<file path="src/rtl/multdiv_unit.sv">
// Iterative signed 32x32 multiply (radix-2 Booth) and signed divide (restoring),
// 32 iterations each, with registered result, exception flag and one-cycle ready pulse.
module multdiv_unit (
    input  logic        clock,
    input  logic        resetn,
    input  logic        ctrl_MULT,
    input  logic        ctrl_DIV,
    input  logic [31:0] data_operandA,
    input  logic [31:0] data_operandB,
    output logic [31:0] data_result,
    output logic        data_exception,
    output logic        data_resultRDY,
    output logic        busy
);

    localparam logic [5:0] LAST_ITER = 6'd32;

    typedef enum logic [1:0] {IDLE, MUL, DIV, DONE} state_t;

    state_t      state_q, state_d;
    logic [5:0]  cnt_q, cnt_d;
    logic [31:0] res_q, res_d;
    logic        exc_q, exc_d;
    logic        rdy_q, rdy_d;
    logic        busy_q, busy_d;

    logic signed [31:0] mcand_q;
    logic [64:0]        prod_q;
    logic [31:0]        rem_q, quo_q, dvs_q;
    logic               neg_q, dz_q, ovf_q;

    logic start_ok, start_mul, start_div, iterate, finish;

    // One Booth step: add/subtract multiplicand into the sign-extended upper half, then shift.
    function automatic logic [64:0] booth_step(input logic [64:0] p, input logic signed [31:0] m);
        logic [32:0] hi;
        hi = {p[64], p[64:33]};
        case (p[1:0])
            2'b01:   hi = hi + {m[31], m};
            2'b10:   hi = hi - {m[31], m};
            default: hi = hi;
        endcase
        return {hi, p[32:1]};
    endfunction

    // One restoring-division step on unsigned magnitudes; returns {remainder, quotient}.
    function automatic logic [63:0] div_step(input logic [31:0] rem, input logic [31:0] quo,
                                             input logic [31:0] dvs);
        logic [32:0] trial;
        trial = {rem, quo[31]} - {1'b0, dvs};
        if (!trial[32])
            return {trial[31:0], quo[30:0], 1'b1};
        return {rem[30:0], quo[31], quo[30:0], 1'b0};
    endfunction

    function automatic logic [31:0] abs32(input logic signed [31:0] v);
        logic [31:0] u;
        u = v;
        return v[31] ? (~u + 32'd1) : u;
    endfunction

    // Product overflows 32 bits unless bits [63:31] are a pure sign extension.
    function automatic logic mul_ovf(input logic [32:0] top);
        return !((&top) || !(|top));
    endfunction

    assign start_ok  = (state_q == IDLE) || (state_q == DONE);
    assign start_mul = start_ok && ctrl_MULT;
    assign start_div = start_ok && !ctrl_MULT && ctrl_DIV;
    assign iterate   = ((state_q == MUL) || (state_q == DIV)) && (cnt_q != LAST_ITER);
    assign finish    = ((state_q == MUL) || (state_q == DIV)) && (cnt_q == LAST_ITER);

    always_ff @(posedge clock or negedge resetn) begin
        if (!resetn) begin
            state_q <= IDLE;
            cnt_q   <= 6'd0;
            res_q   <= 32'd0;
            exc_q   <= 1'b0;
            rdy_q   <= 1'b0;
            busy_q  <= 1'b0;
        end else begin
            state_q <= state_d;
            cnt_q   <= cnt_d;
            res_q   <= res_d;
            exc_q   <= exc_d;
            rdy_q   <= rdy_d;
            busy_q  <= busy_d;
        end
    end

    always_comb begin
        state_d = state_q;
        case (state_q)
            IDLE, DONE: begin
                if (start_mul)      state_d = MUL;
                else if (start_div) state_d = DIV;
                else                state_d = IDLE;
            end
            MUL, DIV: begin
                if (cnt_q == LAST_ITER) state_d = DONE;
            end
            default: state_d = IDLE;
        endcase
    end

    always_comb begin
        cnt_d = cnt_q;
        if (start_mul || start_div) cnt_d = 6'd0;
        else if (iterate)           cnt_d = cnt_q + 6'd1;

        res_d = res_q;
        exc_d = exc_q;
        if (finish) begin
            if (state_q == MUL) begin
                res_d = prod_q[32:1];
                exc_d = mul_ovf(prod_q[64:32]);
            end else if (dz_q) begin
                res_d = 32'd0;
                exc_d = 1'b1;
            end else if (ovf_q) begin
                res_d = 32'h8000_0000;
                exc_d = 1'b1;
            end else begin
                res_d = neg_q ? (~quo_q + 32'd1) : quo_q;
                exc_d = 1'b0;
            end
        end

        rdy_d  = (state_d == DONE);
        // Stall is released once the last iteration has been taken.
        busy_d = ((state_d == MUL) || (state_d == DIV)) && (cnt_d != LAST_ITER);
    end

    always_ff @(posedge clock) begin
        if (start_mul || start_div) begin
            mcand_q <= data_operandA;
            prod_q  <= {32'd0, data_operandB, 1'b0};
            rem_q   <= 32'd0;
            quo_q   <= abs32(data_operandA);
            dvs_q   <= abs32(data_operandB);
            neg_q   <= data_operandA[31] ^ data_operandB[31];
            dz_q    <= (data_operandB == 32'd0);
            ovf_q   <= (data_operandA == 32'h8000_0000) && (data_operandB == 32'hFFFF_FFFF);
        end else if (iterate) begin
            if (state_q == MUL) prod_q <= booth_step(prod_q, mcand_q);
            else                {rem_q, quo_q} <= div_step(rem_q, quo_q, dvs_q);
        end
    end

    assign data_result    = res_q;
    assign data_exception = exc_q;
    assign data_resultRDY = rdy_q;
    assign busy           = busy_q;

endmodule

</file>
<file path="config.mk">
export PLATFORM = sky130hd
export DESIGN_NAME = multdiv_unit
export DESIGN_NICKNAME = d
export VERILOG_FILES = /design/src/rtl/multdiv_unit.sv
export SDC_FILE = /design/constraint.sdc
export NUM_CORES = 1
export LEC_CHECK = 0
export ABC_AREA = 1
export ABC_CLOCK_PERIOD_IN_PS = 3800
export CAP_MARGIN = 30
export CELL_PAD_IN_SITES_DETAIL_PLACEMENT = 1
export CELL_PAD_IN_SITES_GLOBAL_PLACEMENT = 1
export CORE_MARGIN = 4
export CORE_UTILIZATION = 40
export DETAILED_ROUTE_END_ITERATION = 12
export GPL_ROUTABILITY_DRIVEN = 0
export PLACE_DENSITY_LB_ADDON = 0.1
export SLEW_MARGIN = 20
export SYNTH_ARGS = -nofsm -noshare
export SYNTH_HDL_FRONTEND = slang
export SYNTH_SLANG_ARGS = --single-unit
</file>
<file path="constraint.sdc">
create_clock -name clock -period 3.8 [get_ports clock]
set_input_delay 0.76 -clock clock [delete_from_list [all_inputs] [get_ports clock]]
set_output_delay 0.76 -clock clock [all_outputs]
set_load 0.05 [all_outputs]
</file>
==> impl.org, run 1 <==
** Detailed routing
- The pre-antenna-repair detailed-routing pass consisted of 5 iterations.
- For this run, design rule violations remaining after detail routing come to 0.
- In the final routed layout, each cell accounts on average for a little under 20 µm.
- Summed over all layers, the routed wires come to ~64000 µm.
- Total via count in the routed design :: 17900
- Vias per Instance :: about 5.4
- The first routing iteration left ~1300 violations.
- Post-detailed-route count of antenna-violating nets :: 0

** Critical path
- STA classifies the critical path startpoint as a flip-flop.
- Type of the worst setup path :: reg -> reg
- Critical-path cell list :: inv_1, ha_1, nand2_1, nor2_1, nand2_1, nor2_1, inv_1, o21ai_2, o21ai_1, xor2_1, inv_1, ha_1, buf_4, nand2_1, o21ai_0, o21bai_1, a21oi_1, nand2_1, nand2_1, nand3_1, nand2_1, nand2_1
- Count of buffer and inverter cells on the critical path :: 4
- Number of cell instances on the worst register-to-register path :: 22
- The worst register-to-register path begins at mcand_q[0].
- R2R Setup Slk :: 280 ps
- The worst setup path is captured at a flip-flop.
- Among the stages of the critical path, the cell type that occurs most often is sky130_fd_sc_hd__nand2_1.
- Max FO, Critical Path :: 4
- In this design, the stage delay of the slowest critical-path cell is ~420 ps.
- In this run the critical register-to-register path is captured at prod_q[60].
- For the worst setup path, the data required time is 4220 ps.
- The most critical setup path has its startpoint at mcand_q[0].
- For the worst setup path, the data arrival time is just under 4000 ps.
- Cell class contributing the biggest share of worst-path delay :: simple AND/OR/NAND/NOR gates
- The slowest stage of the critical path belongs to the cell sky130_fd_sc_hd__edfxtp_1.

** Pwr
- IR analysis of the VDD net gives a maximum drop of 0.000592 V.
- The share of total power dissipated in sequential elements is approximately a quarter.
- The analysis attributes to cell leakage a power of 9.90 nW.
- The share of total power dissipated in the clock network is between 15 and 20%.
- Proportion of total power due to net switching :: roughly half
- The analysis attributes to net switching a power of between 0.01 and 0.015 W.
- Combinational logic is responsible for roughly 60% of the overall power.
- In this run the power density over the cells is a little under 1000 nW/µm².
- The internal portion of the total power is between 0.009 and 0.01 W.

** STA
- At the pin with the least slew margin, the transition time is 935 ps.
- For the finished layout, the period the worst path requires is 3520 ps.
- Final setup violation count :: 0
- Upper clock frequency limit :: ~280 MHz
- The clock arrives with approximately 26 ps of skew.
- The hold violation total from the final report came to 0.
- In the final timing run, aggregate negative setup slack is 0 ps.
- The final critical path takes up 92.6% of the cycle.
- The max-slew violation count came to 0.
- RSZ-0062 raised after global routing :: true
- Final worst slack :: approximately 280 ps
- The worst pin sits at a relative slew slack of between 30% and 40%.

** Synthesis
- After synthesis, the netlist uses between 50 and 60 different library cells.
- Yosys warnings :: 0
- Total nets after synthesis :: ~2800
- Average footprint of a synthesized cell :: 6.82 µm²
- For this run, the register share of the synthesized area comes to a little over a third.
- sky130_fd_sc_hd__edfxtp_1 takes more of the synthesized area than any other cell.
- The mapped netlist covers around 18000 µm².
- Post-synth top area share :: about 22%
- After synthesis, the cell types taking the most area are sky130_fd_sc_hd__edfxtp_1, sky130_fd_sc_hd__nand2_1, sky130_fd_sc_hd__inv_1.
- Count of mapped cells out of synthesis :: around 2600
- Flip-flop and latch count after synthesis :: approximately 240

** Clock network
- After clock tree synthesis, the repair step resized 0 gates.
- Register clock-pin slew on the reported worst setup and hold paths :: about 70 ps
- Clock sink total :: 239
- Hold repair after CTS inserted 0 buffers.
- CTS tree :: built
- The number of setup buffers added after CTS is 0.
- Clock latency reported for the late side of the worst-skew pair :: roughly 550 ps
- CTS built an H-tree with a depth of 2.
- Buffers from clock root to sink, at most :: 3
- CTS buffer count :: 34
- Clock tree root driver cell :: sky130_fd_sc_hd__clkbuf_16

** Placed design
- Pre-CTS setup slack :: 188 ps
- Detailed placement finished with a half-perimeter wire length of a little over 50000 µm.
- Count of input and output buffers :: around 100
- Once placement finished, the instance area stood at approximately 20000 µm².
- Placed insts :: between 3000 and 4000

** Cells and area
- Area taken by flip-flops and latches :: roughly 6300 µm²
- In the layout the commonest cells are sky130_fd_sc_hd__nand2_1, sky130_fd_sc_hd__inv_1, sky130_fd_sc_hd__nor2_1.
- Cells fill a little under half of the core in the end.
- The filler cells instantiated in the layout total approximately 5700.
- Fraction of layout cells with a size suffix above 1 :: 5.96%
- The library cell used most frequently in the layout, excluding fill and tap cells, is sky130_fd_sc_hd__nand2_1.
- Final standard cell count with taps included and fillers excluded :: roughly 3300
- Summing all non-filler instances in the final layout gives an area of 20900 µm².
- Syn-to-layout area delta :: 16.8%
- Multi-input combinational cell area :: 9750 µm²
- Net count, final :: about 2900

** Floorplan
- Initial standard-cell utilization of the core :: about 40%
- Total I/O pin count :: 103
- The floorplan step defined a core boundary enclosing around 44000 µm².
- The die is about 220 µm wide.
- Die Outline Area :: a little under 50000 µm²
- The initialized floorplan defines 77 standard-cell rows.
- The floorplan step set the die height to 220 µm.

** GRT
- Pin count of the biggest net entering global routing :: 80
- Initial antenna violation count :: 1
- For this run, the total global-route usage over all layers was measured as 26.5%.
- Grt ovf :: 0
- The number of global-route vias before repair is 18300.
- Wire length of the first global-routing pass :: between 100000 and 150000 µm

** Outcome
- Status :: complete, no violations

** Hold path
- The worst hold path belongs to the class in -> async.

** Flow run
- Max-Cap Viols :: 0
-- metal layers --
layer,GRT usage [%],wire length (µm),up-vias
met5,0,0,-
met4,7.37,1800,0
met3,3.35,2880,100
met2,42.5,28900,404
met1,37.7,30700,8701
li1,-,-,8697
-- stage by stage --
step	power, W	hold slack [ps]
after floorplan	0.0129	448
after global placement	0.0164	468
after detailed placement	0.0168	481
after CTS	0.0202	114
after global routing	0.0220	127
final	0.0203	130
-- cell families after synthesis --
| family | after synthesis | share of synthesized area, % |
|---|---|---|
| AO/OA/AOI/OAI | 424 | 13.0 |
| flip-flops | 239 | 35.3 |
| AND/OR/NAND/NOR | 1270 | 30.3 |
| adder cells (fa/ha/maj) | 77 | 5.47 |
| XOR/XNOR | 104 | 5.09 |
| buffers and inverters | 512 | 10.9 |
-- how the worst max path moves through the flow --
stage,end,slack [ps],cells past startpoint
after detailed placement,prod_q[63],190,21
after global placement,prod_q[63],310,18
after floorplan,prod_q[63],750,21
after global routing,prod_q[62],-20,24
final,prod_q[60],280,22
after CTS,prod_q[63],150,19
-- cell usage after synthesis, drive strengths merged --
cell type and number:
nand2 709, inv 441, nor2 252, a21oi 176, nand3 173, o21ai 162
edfxtp 131, xor2 88, ha 75, dfxtp 65, clkbuf 58, nand4 47
dfrtp 43, nor3 39, o22ai 23, a31oi 21, nor4 19, o21bai 18
xnor2 16, buf 10, or2 10, nand3b 9, a21o 8, and2 5
a21boi 4, and3 4, o31ai 4, clkinv 3, fa 2, nor4b 2
o211ai 2, o21a 2, o41ai 2, a31o 1, a41oi 1, nand2b 1
-- area by class of cell --
cell class                      count  area share, %
Antenna cell                        1         0.0120
Clock buffer                       39           4.31
Clock inverter                     23           1.27
Inverter                          444           7.98
Multi-Input combinational cell   1875           46.6
Sequential cell                   239           30.2
Tap cell                          592           3.54
Timing Repair Buffer              132           6.06
-- state kept, by name, indices dropped and copies added (netlist names) --
register	flops
prod_q	65
cnt_q	6
ovf_q	1
rem_q	32
data_exception	1
neg_q	1
mcand_q	32
busy	1
state_q	2
data_resultRDY	1
quo_q	32
data_result	32
dz_q	1
dvs_q	32
-- power by group through the flow --
stage / Combinational, W / Sequential, W / Clock [W]
2_1_floorplan: 0.00817 / 0.00476 / 0
3_3_place_gp: 0.0114 / 0.00498 / 0
3_5_place_dp: 0.0117 / 0.00501 / 0
4_1_cts: 0.0118 / 0.00498 / 0.00338
5_1_grt: 0.0135 / 0.00510 / 0.00350
6_report: 0.0120 / 0.00499 / 0.00332
No activity file was read; power rests on OpenSTA's default activity.
==> run 2: changes to the inputs <==
--- a/config.mk
+++ b/config.mk
@@ -5,16 +5,17 @@
 export SDC_FILE = /design/constraint.sdc
 export NUM_CORES = 1
 export LEC_CHECK = 0
-export ABC_AREA = 1
+export ABC_AREA = 0
 export ABC_CLOCK_PERIOD_IN_PS = 3800
 export CAP_MARGIN = 30
 export CELL_PAD_IN_SITES_DETAIL_PLACEMENT = 1
 export CELL_PAD_IN_SITES_GLOBAL_PLACEMENT = 1
 export CORE_MARGIN = 4
-export CORE_UTILIZATION = 40
+export CORE_UTILIZATION = 42
 export DETAILED_ROUTE_END_ITERATION = 12
 export GPL_ROUTABILITY_DRIVEN = 0
 export PLACE_DENSITY_LB_ADDON = 0.1
+export SKIP_CTS_REPAIR_TIMING = 1
 export SLEW_MARGIN = 20
 export SYNTH_ARGS = -nofsm -noshare
 export SYNTH_HDL_FRONTEND = slang
==> run 2 against run 1 <==
The run now ends with setup timing left. Maximum frequency shrank 14%. Clock skew increased by 2.1 ps. Power shrank 0.30%. Die area is 17% lower. Sequential power rose by 7.0%. First-iteration DRC count is 35% lower. Critical path type unchanged. Largest power group unchanged.
==> impl.org, run 2 <==
** Synthesis
- Library cell with the largest summed area after synthesis :: sky130_fd_sc_hd__edfxtp_1
- Post-synth top area share :: 25.5%
- Count of mapped cells out of synthesis :: approximately 1700
- Total nets after synthesis :: around 1900
- Yosys warnings :: 0
- Yosys instantiated no cell more often than sky130_fd_sc_hd__nand2_1.
- Most used flip-flop cell after synthesis :: sky130_fd_sc_hd__edfxtp_1
- After synthesis, the mean cell area works out to about 9 µm².
- After synthesis, the netlist uses 67 different library cells.
- Summing the sequential cell areas from Yosys gives ~41% of the chip area.
- After synthesis the netlist holds a flip-flop and latch count of ~240.
- Post-synth EDFFs :: about 130
- After synthesis, the most frequently instantiated cells are sky130_fd_sc_hd__nand2_1, sky130_fd_sc_hd__nor2_1, sky130_fd_sc_hd__a21oi_1.
- Synthesized cell area :: approximately 15000 µm²
- Synth area leaders :: sky130_fd_sc_hd__edfxtp_1, sky130_fd_sc_hd__dfxtp_1, sky130_fd_sc_hd__xnor2_1
- In the synthesized netlist the async set-or-reset flop fraction comes to ~18%.

** Placed design
- Detailed Place HPWL :: 38200 µm
- Pre-CTS setup slack :: -343 ps
- Port buffering added roughly 100 buffers.

** STA
- Subtracting the final worst setup slack from the clock period gives 4070 ps.
- Final setup violation count :: 5
- Timing would allow up to ~250 MHz.
- After layout, the worst setup slack is -272 ps.
- Number of max-slew violations in the final report :: 0
- RSZ-0062 raised after global routing :: true
- Final cycle utilization of the critical path :: 107%
- At the pin with the least slew margin, the transition time is 774 ps.
- Measured against its own limit, the worst slew margin works out to 47.9%.
- Final Hold Violating Endpoints :: 0
- Worst clock skew on the final layout :: between 20 and 30 ps

** Flow run
- Max-cap violations in this run came to 0.

** Clock network
- CTS tree :: built
- CTS buffer count :: 28
- The tree is rooted in a sky130_fd_sc_hd__clkbuf_16.
- Deepest level of the CTS H-tree :: 1
- Buffers from clock root to sink, at most :: 3
- Clock-pin slew was measured on the worst setup and hold paths at approximately 70 ps.
- The clock drives around 240 sinks.
- Clock latency reported for the late side of the worst-skew pair :: about 580 ps

** GRT
- The initial antenna violation count was 1.
- For this run the aggregate overflow at the end of global routing stands at 0.
- Pin count of the biggest net entering global routing :: 66
- Wire length of the first global-routing pass :: 79800 µm
- Global Route Usage Sum :: approximately 25%
- Vias in the first global route :: 14300

** Pwr
- Largest voltage drop on the vdd net :: around 0.00053 V
- After layout, the design draws a total of between 0.02 and 0.025 W.
- Dividing total power by cell area gives a power density of about 1100 nW/µm².
- Static Leakage :: a little under 8 nW

** Detailed routing
- Detailed-route DRC error count :: 0
- Across all layers, the routed design uses 13900 vias.
- In the routed layout, each cell is associated on average with a via count of roughly 5.8.
- Initial DRC Count :: a little over 800
- In the final routed layout, each cell accounts on average for 21.3 µm.
- Post-detailed-route count of antenna-violating nets :: 0
- Total wire length :: between 50000 and 60000 µm
- Before antenna repair, the detailed router went through 5 iterations.

** Floorplan
- After floorplanning, the core was divided into 69 placement rows.
- Die Outline Area :: roughly 40000 µm²
- In this run the standard cell core region covers 35900 µm².
- For this configuration, the core starts out at a cell density of a little over two fifths.
- Die Wd :: about 200 µm
- From bottom edge to top edge, the die measures ~200 µm.
- Total I/O pin count :: roughly 100

** Outcome
- The checks that failed: setup timing.
- The run finished, with violations left.

** Cells and area
- The register with the most flip-flops in the layout has 65 of them.
- Ranked by flip-flop count, first place goes to prod_q.
- 0 antenna diodes ended up in the layout.
- Leading cell type in the layout, fill and taps excluded :: sky130_fd_sc_hd__nand2_1
- Fraction of layout cells with a size suffix above 1 :: between 10% and 20%
- Net count, final :: approximately 2000
- In the layout the commonest cells are sky130_fd_sc_hd__nand2_1, sky130_fd_sc_hd__buf_4, sky130_fd_sc_hd__nor2_1.
- From synthesis to final layout, the design area changed by 24.0%.

** Critical path
- Data arrival time of the critical path :: about 4500 ps
- The worst setup path is launched from a flip-flop.
- Data required, critical path :: about 4300 ps
- Of all nets on the critical path, the largest fanout is 3.
- STA classifies the critical path endpoint as a flip-flop.
- The worst setup path is of the reg -> reg kind.

** Hold path
- In this run the worst hold path is classified as in -> async.
-- run 2: metrics by stage --
stage / std cells / TNS [ps] / utilization [%] / hold slack, ps / cell area, µm²
3_3_place_gp: 2328 / -1270 / 49.6 / 472 / 17800
6_report: 2396 / -954 / 53.2 / 119 / 19100
4_1_cts: 2380 / -949 / 52.1 / 100 / 18700
2_1_floorplan: 1711 / 0 / - / 453 / 15400
5_1_grt: 2396 / -3610 / 53.2 / 131 / 19100
3_5_place_dp: 2329 / -2710 / 49.7 / 488 / 17800
-- run 2: cells by family after synthesis --
family | count (synthesis) | synth area share [%]
compound gates | 512 | 21.5
mux | 15 | 0.983
flops | 239 | 41.0
fa+ha+maj | 77 | 6.35
buf+inv | 159 | 3.87
simple gates | 531 | 16.2
xor+xnor | 178 | 10.1
-- run 2: layer usage --
metal / part of all wire [%] / global-route usage [%] / up-vias
li1: - / - / 6687
met1: 47 / 35.6 / 6919
met2: 47 / 41.4 / 254
met3: 4.1 / 2.95 / 51
met4: 2.1 / 5.74 / 2
met5: 0.025 / 0 / -
-- run 2: final cells by class --
cell class	instances	area, µm²
flip-flops and latches	239	6310
fillers	4123	16800
clock buffers	34	743
inverters	74	280
clock inverters	17	115
well taps	461	577
repair buffers	258	2240
multi-input cells	1313	8830
-- run 2: worst paths after layout --
kind                       cells after the start        endpoint  slack (ps)        from
min in group clock                             2       prod_q[0]         500   prod_q[0]
max reg2reg                                   18      prod_q[62]        -270  mcand_q[6]
max in group asynchronous                      2  data_result[2]        3170      resetn
min                                            1  data_resultRDY         120      resetn
min reg2reg                                    2       prod_q[0]         500   prod_q[0]
max                                           18      prod_q[62]        -270  mcand_q[6]
-- run 2: worst max-delay path, stage by stage, from the launching register on --
cell and delay, ps:
sky130_fd_sc_hd__edfxtp_1 400, sky130_fd_sc_hd__nor3_2 240, sky130_fd_sc_hd__nand2_2 110, sky130_fd_sc_hd__nor4_4 320
sky130_fd_sc_hd__nand2_2 140, sky130_fd_sc_hd__nor4_4 300, sky130_fd_sc_hd__a21oi_2 120, sky130_fd_sc_hd__xnor2_2 260
sky130_fd_sc_hd__ha_1 290, sky130_fd_sc_hd__a21o_1 170, sky130_fd_sc_hd__a21o_1 170, sky130_fd_sc_hd__a21o_1 170
sky130_fd_sc_hd__a221o_1 340, sky130_fd_sc_hd__a21o_1 180, sky130_fd_sc_hd__a211oi_2 190, sky130_fd_sc_hd__o21bai_1 110
sky130_fd_sc_hd__a21oi_1 170, sky130_fd_sc_hd__mux2i_1 210, sky130_fd_sc_hd__nand3_1 80
-- run 2: report_power, final --
| group | switching [W] | internal [W] | total (W) |
|---|---|---|---|
| registers | 0.00102 | 0.00432 | 0.00534 |
| clock network | 0.00115 | 0.00140 | 0.00255 |
| logic | 0.00757 | 0.00483 | 0.0124 |
| total | 0.00973 | 0.0106 | 0.0203 |
==> run 3: changes to the inputs <==
--- a/config.mk
+++ b/config.mk
@@ -10,6 +10,7 @@
 export CAP_MARGIN = 30
 export CELL_PAD_IN_SITES_DETAIL_PLACEMENT = 1
 export CELL_PAD_IN_SITES_GLOBAL_PLACEMENT = 1
+export CORE_ASPECT_RATIO = 0.5
 export CORE_MARGIN = 4
 export CORE_UTILIZATION = 42
 export DETAILED_ROUTE_END_ITERATION = 12
==> run 3 against run 2 <==
The flow still finishes with violations (setup timing). Worst hold slack better by 27 ps. Via count down 0.14%. Maximum frequency up 2.9%. Non-clock buffer count down 11. Sequential cell count unchanged. Sequential share of layout area up 0.37 points. Power down 2.2%. Highest routed layer is now met4. Routed wire length down 3.5%. First-iteration DRC count up 3.9%. Clock skew down 14 ps. Global-route usage down 1.2 points.
==> impl.org, run 3 (same netlist as run 2, synthesis figures left out) <==
** Outcome
- The final reports fail on setup timing.
- The flow ran to the end, but the final reports show violations.

** Floorplan
- The initial utilization of the core area, before any placement, comes to between 40 and 50%.
- The die is roughly 280 µm wide.
- Die Outline Area :: approximately 40000 µm²
- Number of placement rows :: between 40 and 50
- Die boundary height :: 143 µm
- During I/O placement, the number of pins put on the boundary was 103.
- The region available for standard cell placement spans approximately 36000 µm².

** STA
- Headroom to the max-slew limit came out at between 40% and 50%.
- The max-slew violation count is 0.
- The hold violation total from the final report is 0.
- The smallest clock period supported by the final layout is computed as roughly 4000 ps.
- In the post-route analysis, the smallest setup slack over all paths is -156 ps.
- Final setup violation count :: 11
- Setup_tns :: -667 ps
- The clock arrives with between 10 and 15 ps of skew.
- RSZ-0062 raised after global routing :: true
- Upper clock frequency limit :: roughly 250 MHz
- Final cycle utilization of the critical path :: 104%
- At the pin with the least slew margin, the transition time is between 800 and 900 ps.

** Cells and area
- Net count, final :: between 2000 and 2500
- Syn-to-layout area delta :: 22.6%
- Leaving out fill and tap cells, the most frequent cell in the layout is sky130_fd_sc_hd__nand2_1.
- Fraction of layout cells with a size suffix above 1 :: about an eighth
- Reg with most FFs :: prod_q
- Max reg flops :: 65
- With fillers left out, the area of the finished cells amounts to 18900 µm².
- In the layout the commonest cells are sky130_fd_sc_hd__nand2_1, sky130_fd_sc_hd__nor2_1, sky130_fd_sc_hd__buf_4.

** Critical path
- Worst reg2reg endpoint :: prod_q[62]
- Critical Path Slowest Stage Cell :: sky130_fd_sc_hd__edfxtp_1
- The worst setup path is launched from a flip-flop.
- Count of buffer and inverter cells on the critical path :: 1
- Critical-path cell list :: nor3_2, nand2_2, nor4_4, nand2_2, nor4_4, nand2_1, nor2_2, nor2_2, xnor2_1, ha_1, buf_4, a21o_1, a221o_1, a21o_1, a211oi_2, o21bai_1, a21oi_2, mux2i_1, nand3_1
- Max FO, Critical Path :: 3
- Crit end category :: flip-flop
- The worst register-to-register path begins at mcand_q[8].
- Data required, critical path :: 4220 ps
- The worst setup path is of the reg -> reg kind.
- R2R Setup Slk :: -160 ps
- Cell class contributing the biggest share of worst-path delay :: simple AND/OR/NAND/NOR gates
- Counting cells, the worst reg-to-reg path comes to 19.
- Data arrival time of the critical path :: 4370 ps
- On the worst path, the slowest cell contributes a delay of 400 ps.

** Clock network
- Clock sink total :: between 200 and 250
- After clock tree synthesis, the clock-pin slew on the worst setup and hold paths is 60 ps.
- CTS tree :: built
- TritonCTS created 25 clock buffers.
- Clock tree root driver cell :: sky130_fd_sc_hd__clkbuf_16
- The clock reaches the later pin of the worst-skew pair after 540 ps.
- Deepest level of the CTS H-tree :: 1
- Buffers from clock root to sink, at most :: 3

** Pwr
- Summed over all cells, the static leakage comes to about 7.6 nW.
- Power density normalized to cell area :: 1050 nW/µm²
- IR analysis of the VDD net gives a maximum drop of roughly 0.00055 V.
- The design draws 0.0198 W.

** GRT
- In the global route stage, overall resource usage came out at a little under a quarter.
- Entering global routing, the biggest net connects between 100 and 150 pins.
- Initial antenna violation count :: 2
- The number of global-route vias before repair was about 14000.
- The first global-routing pass estimated between 70000 and 80000 µm of wire.
- Global routing finished with a remaining overflow of 0.

** Detailed routing
- Total via count in the routed design :: approximately 14000
- Dividing the detail-routed wire length by the instance count gives just over 20 µm.
- In the routed layout, each cell is associated on average with a via count of 5.78.
- Metal3 WL :: about 1400 µm
- The detailed router used layers up to and including met4.
- Detailed-routed wire length on met2 :: approximately 25000 µm
- Wires add up to slightly below 50000 µm.
- Metal-1 WL :: ~22000 µm
- Detailed-route DRC error count :: 0
- For this run, the detailed router's first-pass iteration total came to 5.
- Post-detailed-route count of antenna-violating nets :: 0
- The detailed router finished its first iteration with roughly 860 violations.

** Flow run
- Across the run, the number of max-cap violations was 0.

** Hold path
- The min-delay analysis places its worst path in the category in -> async.

** Placed design
- Detailed Place HPWL :: 36600 µm
- Once placement finished, the instance area stood at between 15000 and 20000 µm².
- Buffers placed on the I/O ports in this run total 102.
==> run 3: metrics by stage <==
| stage | hold WS, ps | utilization, % | setup slack (ps) | instances |
|---|---|---|---|---|
| 3_3_place_gp | 474 | 49.3 | -354 | 2339 |
| 4_1_cts | 410 | 51.4 | -274 | 2384 |
| 2_1_floorplan | 453 | - | 8.63 | 1711 |
| 6_report | 147 | 52.4 | -156 | 2403 |
| 3_5_place_dp | 490 | 49.3 | -348 | 2339 |
| 5_1_grt | 146 | 52.4 | -380 | 2403 |
==> run 3: worst max path at each step <==
stage	from	to	slack [ps]	cells past startpoint
after CTS	mcand_q[8]	prod_q[62]	-270	18
after global routing	mcand_q[8]	prod_q[62]	-380	19
after floorplan	mcand_q[8]	prod_q[62]	9	18
after global placement	data_operandA[6]	quo_q[30]	-350	10
after detailed placement	data_operandA[6]	quo_q[30]	-350	10
final	mcand_q[8]	prod_q[62]	-160	19
==> run 3: final cells by class <==
type	instances	area (µm²)
diodes	1	2.50
clock buffers	30	654
clock inverters	15	95.1
fillers	4100	17200
inverters	74	280
multi-input cells	1313	8770
flip-flops and latches	239	6310
well taps	484	606
repair buffers	247	2170
==> run 3: layer usage <==
metal	GRT usage, %	vias to the layer above
met3	2.53	59
met2	43.4	222
met5	0	-
met4	5.17	0
li1	-	6651
met1	31.3	6962
==> run 3: worst register-to-register path, stage by stage (launching register included) <==
cell and delay (ps):
sky130_fd_sc_hd__edfxtp_1 400, sky130_fd_sc_hd__nor3_2 260, sky130_fd_sc_hd__nand2_2 120, sky130_fd_sc_hd__nor4_4 300
sky130_fd_sc_hd__nand2_2 120, sky130_fd_sc_hd__nor4_4 320, sky130_fd_sc_hd__nand2_1 110, sky130_fd_sc_hd__nor2_2 150
sky130_fd_sc_hd__nor2_2 50, sky130_fd_sc_hd__xnor2_1 120, sky130_fd_sc_hd__ha_1 340, sky130_fd_sc_hd__buf_4 150
sky130_fd_sc_hd__a21o_1 160, sky130_fd_sc_hd__a221o_1 320, sky130_fd_sc_hd__a21o_1 180, sky130_fd_sc_hd__a211oi_2 180
sky130_fd_sc_hd__o21bai_1 130, sky130_fd_sc_hd__a21oi_2 160, sky130_fd_sc_hd__mux2i_1 200, sky130_fd_sc_hd__nand3_1 80
==> run 3: where the power goes <==
| part | internal [W] | switching, W |
|---|---|---|
| sequential | 0.00432 | 0.00108 |
| combinational | 0.00477 | 0.00730 |
| clock | 0.00129 | 0.00108 |
